## config.mk

```make
export PLATFORM = sky130hd
export DESIGN_NAME = riscv_lsu
export DESIGN_NICKNAME = d
export VERILOG_FILES = /design/src/rtl/riscv_pkg.sv /design/src/rtl/lsu_load_extend.sv /design/src/rtl/riscv_lsu.sv
export SDC_FILE = /design/constraint.sdc
export NUM_CORES = 1
export LEC_CHECK = 0
export CAP_MARGIN = 10
export CELL_PAD_IN_SITES_DETAIL_PLACEMENT = 0
export CELL_PAD_IN_SITES_GLOBAL_PLACEMENT = 1
export CORE_MARGIN = 4
export CORE_UTILIZATION = 17
export CTS_CLUSTER_DIAMETER = 200
export DETAILED_ROUTE_END_ITERATION = 7
export GPL_TIMING_DRIVEN = 0
export PLACE_DENSITY = 0.89
export SLEW_MARGIN = 20
export SYNTH_ARGS = -nofsm -noshare
export SYNTH_HDL_FRONTEND = slang
export SYNTH_SLANG_ARGS = --single-unit
```

## constraint.sdc

```tcl
create_clock -name clk_i -period 2.25 [get_ports clk_i]
set_input_delay 0.675 -clock clk_i [delete_from_list [all_inputs] [get_ports clk_i]]
set_output_delay 0.675 -clock clk_i [all_outputs]
set_load 0.01 [all_outputs]
```

## src/rtl/riscv_pkg.sv

```systemverilog
// Shared load/store size codes (funct3 encoding) and the LSU state type.
package riscv_pkg;

    localparam logic [2:0] LDST_B  = 3'd0;
    localparam logic [2:0] LDST_H  = 3'd1;
    localparam logic [2:0] LDST_W  = 3'd2;
    localparam logic [2:0] LDST_BU = 3'd4;
    localparam logic [2:0] LDST_HU = 3'd5;

    typedef enum logic {IDLE, WAIT} lsu_state_t;

endpackage

```

## src/rtl/lsu_load_extend.sv

```systemverilog
// Selects the addressed byte/halfword of a bus read word and sign/zero-extends it.
module lsu_load_extend
    import riscv_pkg::*;
(
    input  logic [31:0] mem_rd,
    input  logic [2:0]  size,
    input  logic [1:0]  offset,
    output logic [31:0] core_rd
);

    logic [7:0]  byte_sel;
    logic [15:0] half_sel;

    always_comb begin
        case (offset)
            2'd0:    byte_sel = mem_rd[7:0];
            2'd1:    byte_sel = mem_rd[15:8];
            2'd2:    byte_sel = mem_rd[23:16];
            default: byte_sel = mem_rd[31:24];
        endcase
        half_sel = offset[1] ? mem_rd[31:16] : mem_rd[15:0];
        case (size)
            LDST_B:  core_rd = {{24{byte_sel[7]}}, byte_sel};
            LDST_BU: core_rd = {24'd0, byte_sel};
            LDST_H:  core_rd = {{16{half_sel[15]}}, half_sel};
            LDST_HU: core_rd = {16'd0, half_sel};
            default: core_rd = mem_rd;
        endcase
    end

endmodule

```

## src/rtl/riscv_lsu.sv

```systemverilog
// Load/store unit: core access -> byte-enabled word bus with ready handshake and stall.
// Optional LSU_MISALIGN_CHECK_EN adds misalign_o and suppresses misaligned requests.
module riscv_lsu
    import riscv_pkg::*;
#(
    parameter int WAIT_LIMIT = 16
) (
    input  logic        clk_i,
    input  logic        rst_i,
    input  logic        core_req_i,
    input  logic        core_we_i,
    input  logic [2:0]  core_size_i,
    input  logic [31:0] core_addr_i,
    input  logic [31:0] core_wd_i,
    output logic [31:0] core_rd_o,
    output logic        core_stall_o,
    output logic        bus_err_o,
`ifdef LSU_MISALIGN_CHECK_EN
    output logic        misalign_o,
`endif
    output logic        mem_req_o,
    output logic        mem_we_o,
    output logic [3:0]  mem_be_o,
    output logic [31:0] mem_addr_o,
    output logic [31:0] mem_wd_o,
    input  logic [31:0] mem_rd_i,
    input  logic        mem_ready_i
);

    localparam int CW = (WAIT_LIMIT > 1) ? $clog2(WAIT_LIMIT + 1) : 1;
    localparam logic [CW-1:0] LIMIT = CW'(WAIT_LIMIT);

    lsu_state_t      state, state_next;
    logic [CW-1:0]   cnt, cnt_next;
    logic [2:0]      size_q;
    logic [1:0]      off_q;
    logic [31:0]     ext_rd;
    logic            is_byte, is_half, misalign;
    logic            req, stall, err;
    logic [31:0]     rd;
    logic [3:0]      be;

    assign is_byte = (core_size_i == LDST_B) || (core_size_i == LDST_BU);
    assign is_half = (core_size_i == LDST_H) || (core_size_i == LDST_HU);

`ifdef LSU_MISALIGN_CHECK_EN
    assign misalign = core_req_i && ((is_half && core_addr_i[0]) ||
                      (!is_byte && !is_half && core_addr_i[1:0] != 2'd0));
    assign misalign_o = !rst_i && (state == IDLE) && misalign;
`else
    assign misalign = 1'b0;
`endif

    always_comb begin
        if (is_byte)      be = 4'b0001 << core_addr_i[1:0];
        else if (is_half) be = core_addr_i[1] ? 4'b1100 : 4'b0011;
        else              be = 4'b1111;
    end

    assign mem_addr_o = core_addr_i;
    assign mem_wd_o   = is_byte ? {4{core_wd_i[7:0]}} :
                        is_half ? {2{core_wd_i[15:0]}} : core_wd_i;

    lsu_load_extend u_ext (
        .mem_rd  (mem_rd_i),
        .size    (size_q),
        .offset  (off_q),
        .core_rd (ext_rd)
    );

    always_comb begin
        state_next = state;
        cnt_next   = cnt;
        req        = 1'b0;
        stall      = 1'b0;
        err        = 1'b0;
        rd         = 32'd0;
        case (state)
            IDLE: begin
                if (core_req_i && !misalign) begin
                    req        = 1'b1;
                    stall      = 1'b1;
                    state_next = WAIT;
                    cnt_next   = '0;
                end
            end
            WAIT: begin
                req   = 1'b1;
                stall = !mem_ready_i;
                if (mem_ready_i) begin
                    rd         = ext_rd;
                    state_next = IDLE;
                    cnt_next   = '0;
                end else if (WAIT_LIMIT != 0) begin
                    // The cycle in which the count would hit the limit is the abort cycle.
                    if ((cnt + 1'b1) == LIMIT) begin
                        stall      = 1'b0;
                        err        = 1'b1;
                        state_next = IDLE;
                        cnt_next   = '0;
                    end else begin
                        cnt_next = cnt + 1'b1;
                    end
                end
            end
            default: state_next = IDLE;
        endcase
    end

    assign mem_req_o    = !rst_i && req;
    assign mem_we_o     = !rst_i && req && core_we_i;
    assign core_stall_o = !rst_i && stall;
    assign bus_err_o    = !rst_i && err;
    assign mem_be_o     = rst_i ? 4'd0 : be;
    assign core_rd_o    = rst_i ? 32'd0 : rd;

    always_ff @(posedge clk_i) begin
        if (rst_i) begin
            state  <= IDLE;
            cnt    <= '0;
            size_q <= LDST_W;
            off_q  <= 2'd0;
        end else begin
            state <= state_next;
            cnt   <= cnt_next;
            if (state == IDLE && core_req_i) begin
                size_q <= core_size_i;
                off_q  <= core_addr_i[1:0];
            end
        end
    end

endmodule

```

==> results.py, run 1 <==
metrics = {
    "pwr": {
        "power.switching_w": 0.0004441,
        "pwr-share-clk_pct": 24.2,
        "pwr-share-seq_pct": 16.4,
        "power_leakage_nw": 2.110,
        "power.density_mw_per_mm2": 294.2,
        "irDropWorstVdd_mv": 0.1440,
        "power_frac_comb_pct": 59.4,
        "intPower_w": 0.0008871,
        "swShare_pct": 33.36,
    },
    "global_routing": {
        "gr-usage-all-layers_pct": 13.23,
        "grt.busiest_layer": "met2",
        "gr-usage-met1_pct": 13.73,
        "antenna_found_initial": 0,
        "grt-ovfl-total": 0,
        "grt_pass1_vias": 3023,
        "met2_usage_pct": 25.64,
        "use_met3_pct": 3.805,
        "grt_max_degree": 11,
        "grt_pass1_wl_mm": 14.52,
    },
    "detailed_routing": {
        "drc": 0,
        "vias": 2864,
        "wl_per_cell_microns": 15.88,
        "routed_wl_mm": 10.02,
        "drt_pass1_iterations": 4,
        "ant_nets": 0,
        "viasPerCell": 4.539,
        "drtIter0Drc": 117,
    },
    "worst_setup_path": {
        "end_kind": "output pin",
        "required_ns": 1.57,
        "slowest_stage": "o31ai_4",
        "critical-path-max-stage-delay_ns": 0.32,
        "crit_fanout": 7,
        "crit_path_frequent_cell": "o31ai_4",
        "crit_path_start_kind": "flop",
        "cp.arrival_ns": 1.83,
        "critPathKind": "flop to output pin",
        "r2r_slack_ns": 0.96,
        "r2r_cells": 3,
        "path_cells": "buf_6 > mux2i_4 > o31ai_4 > o31ai_4 > buf_12 > a221oi_4 > buf_2",
    },
    "layout": {
        "areaGrowthSynthToFinish_pct": 123.5,
        "register_area_sq_um": 229.0,
        "drive_gt1_share_pct": 53.07,
        "finish.instance_area_sq_mm": 0.004526,
        "fin_cells": 631,
        "nets": 594,
        "multi_input_area_sq_mm": 0.001592,
        "nFillCells": 1162,
        "n_antenna_cell": 0,
    },
    "outcome": {
        "status": "finished with violations",
        "violations": "negative setup slack",
    },
    "yosys": {
        "synth-edff-count": 0,
        "syn_avg_cell_area_sq_um": 7.443,
        "ys_seq_elements": 11,
        "async_reset_ff_share_pct": 0,
        "synth.area.top_cells": "buf_4 (16%), dfxtp_1 (11%), mux2i_1 (10%), mux2_2 (8.9%), a21oi_1 (8.2%)",
        "synth_top_area_share_pct": 15.57,
        "netlist_area_sq_mm": 0.002024,
        "yosysUniqueCellTypes": 41,
        "synth-main-ff-cell": "dfxtp_1",
        "yosys_warnings": 0,
        "seq_area_frac_synth_pct": 10.88,
        "synthCells": 272,
        "synth_area_leader_cell": "buf_4",
        "synthesis.nets": 377,
    },
    "sta": {
        "holdWs_ns": 0.4785,
        "tightest_slew_ns": 0.7327,
        "fmax_ghz": 0.3991,
        "hold_viol": 0,
        "finalClockSkew_ns": 0.003619,
        "final.period_utilization_pct": 111.4,
        "slew_headroom_pct": 51.15,
        "rsz0062_at_grt": "true",
        "setup_viol": 36,
        "slew_violations": 0,
        "layout_setup_ws_ns": -0.2558,
        "fin_crit_ns": 2.506,
    },
    "floorplan": {
        "start_util_pct": 17.58,
        "die_area_sq_mm": 0.01372,
        "die_x_microns": 117.1,
        "ioPinCount": 208,
        "rows": 39,
        "core_sq_mm": 0.01152,
        "die_y_microns": 117.1,
    },
    "clock_tree": {
        "clockRootBuffer": "clkbuf_16",
        "cts.sinks": 11,
        "cts_tree": "done",
        "clk_path_buf_depth": 2,
        "clk_latency_ns": 0.24,
        "htreeDepth": 1,
        "numCtsBuffers": 3,
        "path_clk_slew_ns": 0.04,
    },
    "worst_hold_path": {
        "hp-class": "flop to flop",
        "min_path_cells": 2,
    },
    "placed_design": {
        "numPortBuffers": 176,
        "place_congestion": 0.8027,
        "dpl.hpwl_mm": 7.500,
        "dpl_cell_area_sq_mm": 0.003966,
        "dp_cells": 591,
    },
    "job": {
        "drv_cap": 0,
    },
}
[through the flow]
step                      total power (W)  setup WS (ns)  setup TNS [ns]  utilization, %
after global routing             0.001405        -0.3236          -7.659           39.30
after CTS                        0.001296        -0.2890          -6.533           38.28
after detailed placement        0.0009176         -1.264          -63.42           34.44
after global placement          0.0009107         -1.220          -61.65           34.44
final                            0.001331        -0.2558          -5.024           39.30
after floorplan                 0.0005293        0.02134               0               -
[state kept, by name, indices dropped and copies added, names as in the netlist]
| register | cells |
|---|---|
| state | 1 |
| size_q | 3 |
| cnt | 5 |
| off_q | 2 |
[worst max-delay path, delay by kind of cell, from the launching register on]
kind            cells  cell delay [ns]
compound gates      3             0.62
buf+inv             3             0.46
flops               1             0.31
mux                 1             0.20
[layout make-up]
cell class | count | area share [%]
Inverter | 26 | 2.156
Clock buffer | 4 | 1.742
Timing Repair Buffer | 212 | 40.95
Sequential cell | 11 | 5.059
Buffer | 58 | 10.98
Tap cell | 143 | 3.954
Multi-Input combinational cell | 177 | 35.17
[path summary, 6_finish.rpt]
check                start             to
hold / removal      cnt[3]         cnt[3]
hold reg to reg     cnt[3]         cnt[3]
setup reg to reg     state         cnt[3]
setup / recovery  off_q[1]  core_rd_o[10]
[synth_stat cells, types with 2 or more instances]
cell      count
a211oi_1      2
mux2_2       16
buf_4        42
inv_1        26
buf_2         3
nor2_2        3
o21ai_0      11
dfxtp_1      11
o31ai_1       3
a221oi_2      7
buf_6         2
nand3b_1      2
mux2i_1      21
nand2_1      14
clkbuf_1     10
nor3_1        2
o22ai_1       7
nor2b_1       4
nor2_1       16
a21oi_1      33
nor3b_1       8
o221a_2       7
nand2b_1      4
[power groups by stage]
stage / clock network [W] / registers, W / logic (W)
2_1_floorplan: 0 / 0.000215 / 0.000314
3_3_place_gp: 0 / 0.000217 / 0.000694
3_5_place_dp: 0 / 0.000218 / 0.000700
4_1_cts: 0.000324 / 0.000218 / 0.000754
5_1_grt: 0.000337 / 0.000220 / 0.000848
6_report: 0.000322 / 0.000219 / 0.000790
[per-layer routing]
layer	vias to the layer above	routed length [microns]
met2	171	5120
met1	1322	3644
met5	-	0
met3	8	1140
li1	1363	-
met4	0	113
[cell families after synthesis]
group / Yosys count / synth area share (%)
compound gates: 79 / 28.93
fa+ha+maj: 1 / 0.6179
buf+inv: 84 / 24.35
flops: 11 / 10.88
mux: 38 / 19.96
simple gates: 59 / 15.27
[cells in the final DEF (no fill, tap or decap), types with 3 or more instances in the layout]
master           instances
mux2_2                  11
a21oi_1                 17
buf_6                   35
nor3b_2                  6
dfxtp_1                  6
o22ai_1                  7
o21ai_0                  4
clkbuf_2                 8
nand2_1                 12
o31ai_1                  3
buf_2                   50
o221a_2                  6
buf_4                   58
clkdlybuf4s15_2          7
clkdlybuf4s50_1         65
mux2i_2                  6
o21ai_1                  7
nor2_4                   4
nor2_1                  14
dfxtp_2                  4
dlymetal6s2s_1           4
dlygate4sd2_1           24
mux2i_1                 13
mux2_4                   5
clkdlybuf4s15_1          6
buf_8                    3
clkbuf_16                4
a221oi_2                 6
nand2b_1                 4
clkbuf_8                 4
clkbuf_1                 3
inv_1                   26
mux2i_4                  3
a21oi_2                 16
[what timing repair did]
item,in CTS,in global routing
buffers inserted,26,11
pin swaps,17,15
hold buffers,0,0
gates cloned,1,0
setup endpoints to repair,74,59
gates resized for setup,438,47
No activity file was read; power rests on OpenSTA's default activity.
==> inputs of run 2 (changes only) <==
- CAP_MARGIN: 10 -> 40
==> results of run 2 <==
The final DEF is identical to that of run 1; final timing and power are the same.
==> inputs of run 3 (changes only) <==
- RECOVER_POWER: not set -> 100
==> run 3 against run 2 <==
  * The flow still finishes with violations (negative setup slack)
  * Clock-buffer cell count stayed put
  * First-iteration DRC count is 10% lower
  * Die area stayed put
  * Sequential power hardly changed
  * Critical path type unchanged
  * Largest power group unchanged
  * Highest routed layer unchanged
==> results.py, run 3 (synthesis results as in run 1) <==
metrics = {
    "global_routing": {
        "grt_pass1_wl_mm": 14.52,
        "gr-usage-all-layers_pct": 13.23,
        "antenna_found_initial": 0,
        "grt_max_degree": 11,
        "grt_pass1_vias": 3023,
        "grt-ovfl-total": 0,
    },
    "clock_tree": {
        "path_clk_slew_ns": 0.04,
        "cts_tree": "done",
        "clockRootBuffer": "clkbuf_16",
        "cts.sinks": 11,
        "numCtsBuffers": 3,
        "clk_path_buf_depth": 2,
        "clk_latency_ns": 0.24,
        "htreeDepth": 1,
    },
    "pwr": {
        "irDropWorstVdd_mv": 0.1449,
        "power_leakage_nw": 2.055,
        "total_power_w": 0.001303,
        "power.density_mw_per_mm2": 292.4,
    },
    "worst_setup_path": {
        "r2r_cells": 5,
        "path_cells": "buf_6 > mux2i_4 > o31ai_4 > o31ai_4 > buf_12 > a221oi_4 > buf_2",
        "cp.arrival_ns": 1.83,
        "critical-path-max-stage-delay_ns": 0.32,
        "reg2reg_to": "size_q[1]",
        "r2r_slack_ns": 0.69,
        "timing.rr.start": "state",
        "critPathKind": "flop to output pin",
        "crit_path_start_kind": "flop",
        "crit_path_frequent_cell": "o31ai_4",
        "required_ns": 1.57,
        "slowest_stage": "o31ai_4",
        "end_kind": "output pin",
        "crit_fanout": 7,
    },
    "detailed_routing": {
        "drtIter0Drc": 105,
        "viasPerCell": 4.575,
        "routed_wl_mm": 10.01,
        "vias": 2887,
        "drc": 0,
        "ant_nets": 0,
        "drt_pass1_iterations": 4,
        "wl_per_cell_microns": 15.87,
    },
    "layout": {
        "largest_reg_flops": 5,
        "n_antenna_cell": 0,
        "nFillCells": 1180,
        "nets": 594,
        "top_register": "cnt",
        "reg_top3": "cnt: 5 flops, size_q: 3 flops, off_q: 2 flops",
        "final_cell_mix": "buf_4 (52), buf_2 (41), buf_6 (34), clkdlybuf4s50_1 (34), dlygate4sd3_1 (31)",
        "final_common_cell": "buf_4",
        "drive_gt1_share_pct": 49.18,
        "areaGrowthSynthToFinish_pct": 120.1,
    },
    "worst_hold_path": {
        "min_from": "cnt[3]",
        "hp-class": "flop to flop",
        "min_to": "cnt[3]",
        "min_path_cells": 2,
    },
    "sta": {
        "final.period_utilization_pct": 111.4,
        "rsz0062_at_grt": "true",
        "finalClockSkew_ns": 0.002750,
        "hold_viol": 0,
        "layout_setup_ws_ns": -0.2560,
        "setup_viol": 35,
        "fin_crit_ns": 2.506,
        "slew_headroom_pct": 51.09,
        "holdWs_ns": 0.4724,
        "tightest_slew_ns": 0.7336,
        "slew_violations": 0,
        "fmax_ghz": 0.3990,
    },
    "placed_design": {
        "dpl.hpwl_mm": 7.500,
        "numPortBuffers": 176,
        "place_congestion": 0.8027,
    },
    "floorplan": {
        "die_area_sq_mm": 0.01372,
        "core_sq_mm": 0.01152,
        "ioPinCount": 208,
        "start_util_pct": 17.58,
        "die_x_microns": 117.1,
        "rows": 39,
        "die_y_microns": 117.1,
    },
    "outcome": {
        "status": "finished with violations",
        "violations": "negative setup slack",
    },
    "job": {
        "drv_cap": 0,
    },
}
## run 3: cell type report
cell class,count,area [sq um],share of cell area [%]
repair buffers,212,1817,40.76
inverters,26,97.59,2.190
well taps,143,178.9,4.015
multi-input cells,177,1575,35.35
clock buffers,4,78.83,1.769
plain buffers,58,480.5,10.78
flip-flops and latches,11,229.0,5.138
## run 3: repair_timing
action	CTS	global route
gates cloned	1	0
setup buffers	26	11
setup endpoints to repair	74	59
resized for setup	438	47
hold buffers	0	0
pin swaps	17	15
## run 3: layer usage
metal	global-route usage, %	routed length (microns)
met1	13.73	3581
met2	25.64	5088
met3	3.805	1174
met4	3.746	168
met5	0	0
## run 3: metrics by stage
stage | setup slack (ns) | cell area, sq um | utilization (%) | setup TNS [ns] | cells
floorplan | 0.02134 | 2026 | - | 0 | 272
global placement | -1.220 | 3966 | 34.44 | -61.65 | 591
detailed placement | -1.264 | 3966 | 34.44 | -63.42 | 591
CTS | -0.2890 | 4408 | 38.28 | -6.533 | 622
global route | -0.3236 | 4457 | 38.70 | -8.053 | 631
finish | -0.2560 | 4457 | 38.70 | -5.202 | 631
## run 3: power breakdown
group	switching [W]	internal, W	leakage (nW)
Clock	0.0000841	0.000238	0.0382
Combinational	0.000343	0.000421	1.92
Sequential	0.0000133	0.000205	0.0925
Total	0.000440	0.000863	2.06
## run 3: worst max path at each step
stage                      from             to  slack [ns]  depth (start not counted)
finish                 off_q[1]  core_rd_o[10]       -0.26                          7
global route           off_q[1]  core_rd_o[10]       -0.32                          7
CTS                    off_q[1]  core_rd_o[24]       -0.29                          8
detailed placement  mem_ready_i  core_rd_o[10]       -1.26                          6
global placement    mem_ready_i  core_rd_o[24]       -1.22                          7
floorplan           mem_ready_i  core_rd_o[21]        0.02                          5
## run 3: worst max-delay path, delay by kind of cell (launching register included)
family	cells	cell delay, ns
AOI/OAI and AO/OA	3	0.61
buffers and inverters	3	0.46
DFF	1	0.31
muxes	1	0.20
